<file path="src/rtl/updown_count_ctrl.sv">
// -----------------------------------------------------------------------------
// updown_count_ctrl
//
// Sequencer that owns a WIDTH-bit up/down count register and steps it through
// a load / run / pause / terminate sequence under a start/stop/pause command
// interface. Supports one-shot and auto-reload operation between a
// programmable load value and terminal value.
//
// Ports:
//   clk       in   1      rising-edge clock
//   reset     in   1      synchronous, active-high reset
//   start     in   1      begin a sequence (accepted only in IDLE)
//   stop      in   1      abort the sequence (RUN and PAUSE)
//   pause     in   1      level; holds the count while high in RUN/PAUSE
//   dir       in   1      0 = up, 1 = down (captured at start)
//   mode      in   1      0 = one-shot, 1 = auto-reload (captured at start)
//   load_val  in   WIDTH  initial / reload value (captured at start)
//   term_val  in   WIDTH  terminal value (captured at start)
//   count     out  WIDTH  registered counter value
//   busy      out  1      high in RUN or PAUSE
//   tc        out  1      one cycle per terminal hit
//   done      out  1      one-cycle pulse on one-shot completion
// -----------------------------------------------------------------------------
module updown_count_ctrl #(
   parameter int WIDTH = 4
) (
   input  logic             clk,
   input  logic             reset,
   input  logic             start,
   input  logic             stop,
   input  logic             pause,
   input  logic             dir,
   input  logic             mode,
   input  logic [WIDTH-1:0] load_val,
   input  logic [WIDTH-1:0] term_val,
   output logic [WIDTH-1:0] count,
   output logic             busy,
   output logic             tc,
   output logic             done
);

   typedef enum logic [1:0] {
      ST_IDLE  = 2'd0,
      ST_RUN   = 2'd1,
      ST_PAUSE = 2'd2,
      ST_DONE  = 2'd3
   } state_e;

   state_e           state_q, state_d;
   logic [WIDTH-1:0] count_q, count_d;

   // Shadow copies of the sequence parameters, frozen at an accepted start.
   logic             dir_q,  dir_d;
   logic             mode_q, mode_d;
   logic [WIDTH-1:0] load_q, load_d;
   logic [WIDTH-1:0] term_q, term_d;

   logic             at_term;

   assign at_term = (count_q == term_q);

   // Next-state and datapath logic.
   always_comb begin
      // NOTE: every signal written here gets a default first so no path leaves
      // it unassigned; otherwise synthesis infers a latch.
      state_d = state_q;
      count_d = count_q;
      dir_d   = dir_q;
      mode_d  = mode_q;
      load_d  = load_q;
      term_d  = term_q;

      unique case (state_q)
         ST_IDLE: begin
            if (start) begin
               dir_d   = dir;
               mode_d  = mode;
               load_d  = load_val;
               term_d  = term_val;
               count_d = load_val;
               state_d = ST_RUN;
            end
         end

         ST_RUN: begin
            if (stop) begin
               state_d = ST_IDLE;
            end else if (pause) begin
               state_d = ST_PAUSE;
            end else if (at_term) begin
               if (mode_q) count_d = load_q;
               else        state_d = ST_DONE;
            end else if (dir_q) begin
               count_d = count_q - 1'b1;   // wraps modulo 2^WIDTH
            end else begin
               count_d = count_q + 1'b1;
            end
         end

         ST_PAUSE: begin
            if (stop)        state_d = ST_IDLE;
            else if (!pause) state_d = ST_RUN;
         end

         ST_DONE: begin
            state_d = ST_IDLE;
         end

         default: state_d = ST_IDLE;
      endcase
   end

   // State, count and shadow registers with synchronous reset.
   always_ff @(posedge clk) begin
      // NOTE: sequential state uses non-blocking assignments so every register
      // samples its pre-edge value; blocking here would create ordering races.
      if (reset) begin
         state_q <= ST_IDLE;
         count_q <= '0;
         dir_q   <= 1'b0;
         mode_q  <= 1'b0;
         load_q  <= '0;
         term_q  <= '0;
      end else begin
         state_q <= state_d;
         count_q <= count_d;
         dir_q   <= dir_d;
         mode_q  <= mode_d;
         load_q  <= load_d;
         term_q  <= term_d;
      end
   end

   // Output decodes. tc is masked by stop/pause because neither a reload nor a
   // terminal transition happens in a cycle where those take priority.
   assign count = count_q;
   assign busy  = (state_q == ST_RUN) || (state_q == ST_PAUSE);
   assign tc    = (state_q == ST_RUN) && !stop && !pause && at_term;
   assign done  = (state_q == ST_DONE);

endmodule
</file>
<file path="config.mk">
export PLATFORM = sky130hd
export DESIGN_NAME = updown_count_ctrl
export DESIGN_NICKNAME = d
export VERILOG_FILES = /design/src/rtl/updown_count_ctrl.sv
export SDC_FILE = /design/constraint.sdc
export NUM_CORES = 1
export LEC_CHECK = 0
export BUFFER_PORTS_ARGS = -buffer_cell sky130_fd_sc_hd__buf_4
export CAP_MARGIN = 10
export CORE_MARGIN = 2
export CORE_UTILIZATION = 45
export CTS_CLUSTER_SIZE = 40
export DETAILED_ROUTE_END_ITERATION = 8
export MAX_ROUTING_LAYER = met4
export PLACE_DENSITY = 0.76
export SYNTH_ARGS = -nofsm -noshare
export SYNTH_HDL_FRONTEND = slang
export SYNTH_SLANG_ARGS = --single-unit
</file>
<file path="constraint.sdc">
create_clock -name clk -period 1.86 [get_ports clk]
set_clock_uncertainty 0.15 [all_clocks]
set_input_delay 0.093 -clock clk [delete_from_list [all_inputs] [get_ports clk]]
set_output_delay 0.093 -clock clk [all_outputs]
set_load 0.02 [all_outputs]
</file>
==> summary.txt, run 1 <==
largest net degree at the start of global routing - 18
Sw Share - 38.05%
layout cells sized above 1 - 33.33%
# H-tree levels - 1
Post-synth ARST share - 0%
Levels on crit path - 6
WP data arrival - 1970 ps
setup slack, reg-to-reg - -10 ps
DRC viols - 0
Initial Utilization - 47.73%
full die area - 2485 µm²
worst r2r src - count[0]
TritonCTS clock tree - yes
RSZ-0062 raised after global routing - true
power density over cell area - 901.4 nW/µm²
Routed Antenna Nets - 0
R2R depth - 6
Flop pwr share - 34.6%
setup_tns - -11.70 ps
final worst slack - -11.70 ps
Crit-path slowest cell - fa_1
root buffer cell - clkbuf_4
crit path cell chain - inv_1, fa_1, xnor2_1, mux2i_1, a211o_1, a21oi_2
Clock transition at path regs - 120 ps
warnings from Yosys - 0
CP top delay family - adder cells
# IOs - 22
Synthesized Nets - 136
Leak - 0.5926 nW
Routed WL per cell - 13.79 µm
endpoints failing hold - 0
Core Util, Final - 70.96%
Hold EP - dir_q
Total GRT Usage - 21.10%
average size of a mapped cell - 8.371 µm²
final cell count without fillers - 180
Min Hold Slack - 172.7 ps
Area growth syn-to-layout - 48.68%
drt total wl - 2483 µm
Hold Crit Start - start
Slew headroom - 73.93%
clock share of power - 20.3%
Core Region - 1982 µm²
synth unique cells - 30
f_max - 0.5343 GHz
Worst Path Max Fanout - 5
hold depth - 4
Initial DRC Count - 21
placed cell count - 161
Post-Syn Area - 945.9 µm²
setup violators final - 1
first-pass GRT wire length - 3822 µm
vias in the first global route - 850
Buffers on Ports - 21
top_reg_cell synth - dfxtp_1
number of synthesized register bits - 16
Pre-Repair DR Iteration Count - 4
Int Pwr - 785.4 µW
global route overflow - 0
worst-margin pin slew - 391.0 ps
Post-synth EDFFs - 0
total vias in the final route - 919
failing checks - negative setup slack
initial antenna violation count - 0
Mapped Cells - 113
final net count - 177
post-route minimum period - 1872 ps
Final GP Congestion - 0.7615
sequential area share after synthesis - 33.86%
WP buf/inv - 1
Worst EP required - 1960 ps
CTS Sinks - 16
cts bufs inserted - 3
Worst VDD drop - 509.8 µV
NetSw - 482.3 µW
Die Wd - 49.85 µm
# Max-Cap Violations - 0
CTS max path bufs - 2
Die Ht - 49.85 µm
outcome - finished, violations left
combinational share of power - 45.1%
CP Launch Type - flip-flop
Crit Path Class - reg -> reg
Vias per Instance - 5.106
Period Utilization, post-route - 100.6%
later-pin clock latency in the skew report - 310 ps
r2r endpoint - count[2]
ANT cells - 0
Slew Viols, Final - 0
slowest stage delay, CP - 450 ps
Worst Setup End Kind - flip-flop
Min-Delay Path Class - in -> reg
num rows - 16
## cell usage after synthesis (2+ instances only)
library cell	number	area share, %
a211o_1	2	1.9
dfxtp_1	16	34
clkbuf_1	2	0.79
xnor2_1	7	6.5
a21oi_1	17	9.0
nand2b_1	2	1.3
inv_1	7	2.8
mux2i_1	4	4.2
ha_1	7	9.3
o21ai_0	2	1.1
nand2_1	23	9.1
a21oi_2	2	1.9
nor2_1	5	2.0
## flip-flops by register name (all words and copies together) (netlist names)
signal   count
dir_q        1
count        4
term_q       4
state_q      2
load_q       4
mode_q       1
## worst min-delay path, delay by kind of cell
family,cells,cell delay (ps)
and+or+nand+nor,2,360
buffers and inverters,1,90
AOI/OAI and AO/OA,1,50
## through the flow
step,area (µm²),power [mW],worst slack [ps]
4_1_cts,1354,1.210,2.152
5_1_grt,1406,1.333,-73.39
3_5_place_dp,1159,0.9187,-20.52
2_1_floorplan,960.9,0.7740,-6.094
3_3_place_gp,1159,0.9014,53.02
6_report,1406,1.268,-11.70
## power by group through the flow
stage | Combinational [mW] | Clock (mW) | Sequential, mW
floorplan | 0.321 | 0 | 0.453
global placement | 0.469 | 0 | 0.433
detailed placement | 0.483 | 0 | 0.435
CTS | 0.533 | 0.249 | 0.428
global route | 0.621 | 0.270 | 0.442
finish | 0.572 | 0.258 | 0.438
## cells in the final DEF, fill, tap and decap left out, drive strengths merged
cell         count
mux2i            4
o31a             1
dfxtp           16
nor2b            1
a21oi           19
inv              7
a221oi           1
and2b            2
or3b             1
and2             1
buf             27
ha               7
clkbuf           4
fa               1
nand4            1
nor3             1
or2b             1
nand2b           2
a21o             1
nand2           23
a211o            2
o21ai            3
nor2             5
xnor2            7
or4b             1
o21a             1
dlygate4sd3     13
## logic make-up after synthesis
logic type      synth area share (%)
flops                          33.86
simple gates                   20.50
compound gates                 18.26
mux                            4.233
buf+inv                        5.291
fa+ha+maj                      11.38
xor+xnor                       6.482
## final cells by class
class / count / area (µm²)
fillers: 148 / 575.6
inverters: 7 / 28.78
multi-input cells: 86 / 640.6
clock buffers: 4 / 36.28
repair buffers: 40 / 332.8
flip-flops and latches: 16 / 334.1
well taps: 27 / 33.78
## layer usage
layer | track usage [%] | wire length, µm | share of wire, % | up-vias
met2 | 34.00 | 1235 | 50 | 19
met1 | 25.47 | 1112 | 45 | 437
met4 | 10.19 | 46 | 1.9 | 0
met5 | - | 0 | 0 | -
met3 | 3.636 | 89 | 3.6 | 5
li1 | - | - | - | 458
## worst max path at each step
stage / start / end / slack [ps]
3_5_place_dp: count[0] / count[2] / -20
5_1_grt: count[2] / state_q[0] / -70
2_1_floorplan: count[0] / count[2] / -6
4_1_cts: dir_q / count[3] / 2
6_report: count[0] / count[2] / -10
3_3_place_gp: count[0] / count[2] / 50
## repair_timing
item / in CTS / in global routing
pin swaps: 1 / 5
setup buffers: 1 / 1
hold buffers: 13 / 0
hold endpoints to repair: 14 / 0
endpoints found under the setup margin: 2 / 6
resized for setup: 5 / 11
(Power assumes the default switching activity.)
==> run 2, diff against run 1 <==
SKIP_CTS_REPAIR_TIMING = 1   (was default)
==> run 2 against run 1 <==
Effect of this change: the flow finishes with violations (negative hold slack); maximum frequency is 1.2% higher; flip-flop and latch count stayed put; wire length is 4.1% lower; worst hold slack worse by 170 ps; power is 2.2% lower; register-to-register slack better by 20 ps; critical endpoint unchanged; largest power group unchanged; highest routed layer unchanged.
==> summary.txt, run 2 (synthesis gave the netlist of run 1 again) <==
# Max-Cap Violations - 0 (unchanged)
Leak - 0.5926 nW (about the same)
met2 wire length - 1199 µm (-2.9%)
Routed WL per cell - 13.22 µm (-4.1%)
RSZ-0062 raised after global routing - true
endpoints failing hold - 1 (+1)
Worst Setup End Kind - flip-flop
full die area - 2485 µm² (unchanged)
WP data arrival - 1940 ps (-30 ps)
Min-Delay Path Class - in -> reg
Die Wd - 49.85 µm (unchanged)
Vias per Instance - 5.017 (-1.7%)
design area - 1391 µm² (-1.1%)
f_max - 0.5406 GHz (+1.2%)
DRC viols - 0 (unchanged)
Placed Area - 1159 µm² (unchanged)
later-pin clock latency in the skew report - 310 ps (about the same)
ANT cells - 0 (unchanged)
layout cells sized above 1 - 33.99% (+0.65 points)
TritonCTS clock tree - yes
Worst EP required - 1950 ps (about the same)
placed cell count - 161 (unchanged)
outcome - finished, violations left
first-pass GRT wire length - 3477 µm (-9.0%)
setup violators final - 0 (-1)
Worst Path Max Fanout - 5 (unchanged)
max layer used - met4
initial antenna violation count - 0 (unchanged)
final net count - 177 (unchanged)
Buffers on Ports - 21 (unchanged)
CP Launch Type - flip-flop
CTS Sinks - 16 (unchanged)
setup slack, reg-to-reg - 10 ps (+20 ps)
Core Region - 1982 µm² (unchanged)
Worst VDD drop - 482.2 µV (-5.4%)
Die Ht - 49.85 µm (unchanged)
Total GRT Usage - 19.07% (-2.0 points)
total vias in the final route - 903 (-1.7%)
Slew Viols, Final - 0 (unchanged)
cts bufs inserted - 3 (unchanged)
Initial DRC Count - 24 (+14%)
Final GP Congestion - 0.7615 (unchanged)
Slew headroom - 72.25% (-1.7 points)
routed length on met3 - 74 µm (-17%)
Hold Crit Start - pause
# IOs - 22 (unchanged)
global route overflow - 0 (unchanged)
Min Hold Slack - -1.058 ps (-173.8 ps)
worst-margin pin slew - 416.3 ps (+25.21 ps)
r2r endpoint - count[2]
power density over cell area - 891.4 nW/µm² (-1.1%)
num rows - 16 (unchanged)
Area growth syn-to-layout - 47.09%
R2R depth - 6 (unchanged)
Clock transition at path regs - 110 ps (about the same)
root buffer cell - clkbuf_4
post-route minimum period - 1850 ps (-21.77 ps)
most frequent cells in the layout - 28 x buf_4, 23 x nand2_1, 15 x a21oi_1
CTS max path bufs - 2 (unchanged)
failing checks - negative hold slack
largest net degree at the start of global routing - 18 (unchanged)
Initial Utilization - 47.73% (unchanged)
Metal-1 WL - 1073 µm (-3.5%)
total power - 1.240 mW (-2.2%)
final worst slack - 10.07 ps (+21.77 ps)
drt total wl - 2380 µm (-4.1%)
final cell count without fillers - 180 (unchanged)
hold depth - 3 (-1)
most common cell after layout, fill and taps aside - buf_4
Pre-Repair DR Iteration Count - 4 (unchanged)
dpl ws - -20.52 ps (unchanged)
Crit Path Class - reg -> reg
# H-tree levels - 1 (unchanged)
Hold EP - state_q[0]
worst r2r src - count[0]
vias in the first global route - 793 (-6.7%)
Routed Antenna Nets - 0 (unchanged)
Period Utilization, post-route - 99.46% (-1.2 points)
[run 2: cell type report]
class	instances	area (µm²)
Tap cell	27	33.78
Timing Repair Buffer	40	330.3
Fill cell	145	590.6
Clock buffer	4	36.28
Multi-Input combinational cell	86	630.6
Sequential cell	16	331.6
Inverter	7	28.78
[run 2: metrics by stage]
stage               setup TNS [ps]  util [%]
floorplan                   -8.972         -
global placement                 0     58.46
detailed placement          -20.52     58.46
CTS                         -62.81     60.29
global route                -61.14     70.20
finish                           0     70.20
[run 2: where the power goes]
part	internal (mW)	total, mW	switching [mW]
sequential	0.387	0.430	0.0431
clock	0.120	0.251	0.131
combinational	0.272	0.559	0.287
[run 2: per-layer routing]
layer  global-route usage (%)  up-vias
li1                         -      456
met1                    23.02      425
met2                    29.33       18
met3                    3.939        4
met4                    11.11        0
met5                        -        -
[run 2: worst max-delay path by stage]
| stage | cells after the start | start | slack [ps] | end |
|---|---|---|---|---|
| floorplan | 6 | count[0] | -6 | count[2] |
| global placement | 6 | count[0] | 50 | count[2] |
| detailed placement | 6 | count[0] | -20 | count[2] |
| CTS | 6 | count[0] | -50 | count[2] |
| global route | 6 | count[0] | -40 | count[2] |
| finish | 6 | count[0] | 10 | count[2] |
[run 2: worst max-delay path: stages (launching register included)]
cell	delay, ps
dfxtp_2	390
inv_1	80
fa_1	430
xnor2_1	210
mux2i_1	100
a211o_1	300
a21oi_2	120
==> run 3, diff against run 2 <==
BUFFER_PORTS_ARGS = default   (was -buffer_cell sky130_fd_sc_hd__buf_4)
CELL_PAD_IN_SITES_DETAIL_PLACEMENT = 2   (was default)
CELL_PAD_IN_SITES_GLOBAL_PLACEMENT = 2   (was default)
CORE_ASPECT_RATIO = 0.5   (was default)
CORE_UTILIZATION = 31   (was 45)
DONT_BUFFER_PORTS = 1   (was default)
SKIP_LAST_GASP = 1   (was default)
==> run 3 against run 2 <==
Effect of this change: the flow finishes with violations (negative hold slack, negative setup slack); non-clock buffer count decreased by 29; worst hold slack got worse by 260 ps; first-iteration DRC count down 13%; highest routed layer unchanged; largest cell class unchanged; wire length grew 21%; clock power is 29% higher; flip-flop and latch count stayed put; critical path type is now reg -> out; clock-buffer cell count did not move; via count decreased by 8.4%; maximum frequency is 1.6% lower.
==> summary.txt, run 3 (synthesis gave the netlist of run 1 again) <==
outcome - finished, violations left
failing checks - negative hold slack, negative setup slack
final worst slack - -20.44 ps (-30.52 ps)
initial antenna violation count - 0 (unchanged)
f_max - 0.5318 GHz (-1.6%)
layout cells sized above 1 - 28.23% (-5.8 points)
Vias per Instance - 5.043 (+0.52%)
Placed Area - 1047 µm² (-9.6%)
combinational share of power - 41.5% (-3.6 points)
num rows - 14 (-2)
# IOs - 22 (unchanged)
power density over cell area - 1090 nW/µm² (+22%)
global route overflow - 0 (unchanged)
DRC viols - 0 (unchanged)
Pre-Repair DR Iteration Count - 4 (unchanged)
NetSw - 480.4 µW (+4.1%)
RSZ-0062 raised after global routing - true
# Max-Cap Violations - 0 (unchanged)
Initial Utilization - 31.95% (-16 points)
# H-tree levels - 1 (unchanged)
design area - 1182 µm² (-15%)
Worst VDD drop - 335.6 µV (-30%)
Int Pwr - 808.5 µW (+3.8%)
most common cell after layout, fill and taps aside - nand2_1
drt total wl - 2884 µm (+21%)
Clock transition at path regs - 70 ps (-40 ps)
later-pin clock latency in the skew report - 260 ps (-50 ps)
Area growth syn-to-layout - 25.00%
setup violators final - 3 (+3)
Crit Path Class - reg -> out
WP data arrival - 1640 ps (-300 ps)
hold depth - 1 (-2)
FF+latch area - 329.1 µm² (-0.75%)
Worst Setup End Kind - output pin
multi-input logic area - 634.4 µm² (+0.60%)
Min-Delay Path Class - in -> reg
Initial DRC Count - 21 (-13%)
Final HPWL DP - 1944 µm
R2R depth - 7 (+1)
post-route minimum period - 1880 ps (+30.52 ps)
Leak - 0.4624 nW (-22%)
total vias in the final route - 827 (-8.4%)
ANT cells - 0 (unchanged)
CTS max path bufs - 2 (unchanged)
Core Region - 2960 µm² (+49%)
Slew Viols, Final - 0 (unchanged)
Core Util, Final - 39.94% (-30 points)
root buffer cell - clkbuf_8
Total GRT Usage - 17.42% (-1.7 points)
worst-margin pin slew - 434.0 ps (+17.78 ps)
Slew headroom - 71.06% (-1.2 points)
Routed Antenna Nets - 0 (unchanged)
Die Wd - 82.12 µm (+65%)
clock share of power - 25.0% (+4.8 points)
Final GP Congestion - 0.7328 (-3.8%)
Worst EP required - 1620 ps (-330 ps)
Buffers on Ports - 0 (-100%)
Worst Path Max Fanout - 4 (-1)
Flop pwr share - 33.5% (-1.2 points)
Sw Share - 37.27% (+0.070 points)
Die Ht - 43.06 µm (-14%)
setup_tns - -38.51 ps (-38.51 ps)
first-pass GRT wire length - 4291 µm (+23%)
TritonCTS clock tree - yes
endpoints failing hold - 16 (+15)
CP Launch Type - flip-flop
final net count - 148 (-16%)
cts bufs inserted - 3 (unchanged)
Min Hold Slack - -259.9 ps (-258.9 ps)
Routed WL per cell - 17.59 µm (+33%)
full die area - 3536 µm² (+42%)
vias in the first global route - 890 (+12%)
fillers - 333 (+130%)
CTS Sinks - 16 (unchanged)
Period Utilization, post-route - 101.1% (+1.6 points)
largest net degree at the start of global routing - 18 (unchanged)
most frequent cells in the layout - 23 x nand2_1, 15 x a21oi_1, 11 x dfxtp_1
[run 3: critical path, cell delays in order, from the launching register on]
cell,delay (ps)
dfxtp_2,340
inv_4,80
ha_4,140
or3b_4,410
buf_4,160
nor2_2,250
[run 3: per-stage QoR]
stage / total power, mW / hold WS, ps / cells / setup WS [ps]
finish: 1.289 / -259.9 / 164 / -20.44
global route: 1.364 / -268.9 / 164 / -91.84
CTS: 1.230 / -262.7 / 161 / -35.52
detailed placement: 0.9007 / 10.20 / 157 / -5.586
global placement: 0.8768 / 9.930 / 157 / 13.25
floorplan: 0.7740 / 78.96 / 113 / -6.094
[run 3: per-layer routing]
layer,vias to the layer above,track usage [%],share of wire (%)
met5,-,-,0
met4,0,5.000,1.6
met3,4,5.532,5.0
met2,21,29.11,49
met1,405,20.16,44
li1,397,-,-
[run 3: final timing paths]
kind | from | endpoint | slack, ps
setup / recovery | state_q[1] | tc | -20
hold / removal | reset | count[0] | -260
setup reg to reg | state_q[1] | count[2] | -20
hold reg to reg | load_q[3] | load_q[3] | 310
[run 3: area by class of cell]
class,instances,area share (%)
Clock buffer,4,4.656
Inverter,7,2.434
Tap cell,40,4.233
Multi-Input combinational cell,86,53.65
Sequential cell,16,27.83
Timing Repair Buffer,11,7.196
[run 3: power groups by stage]
stage / sequential (mW) / combinational, mW / clock (mW)
CTS: 0.427 / 0.477 / 0.326
global placement: 0.430 / 0.447 / 0
finish: 0.431 / 0.535 / 0.323
global route: 0.437 / 0.586 / 0.340
detailed placement: 0.434 / 0.467 / 0
floorplan: 0.453 / 0.321 / 0
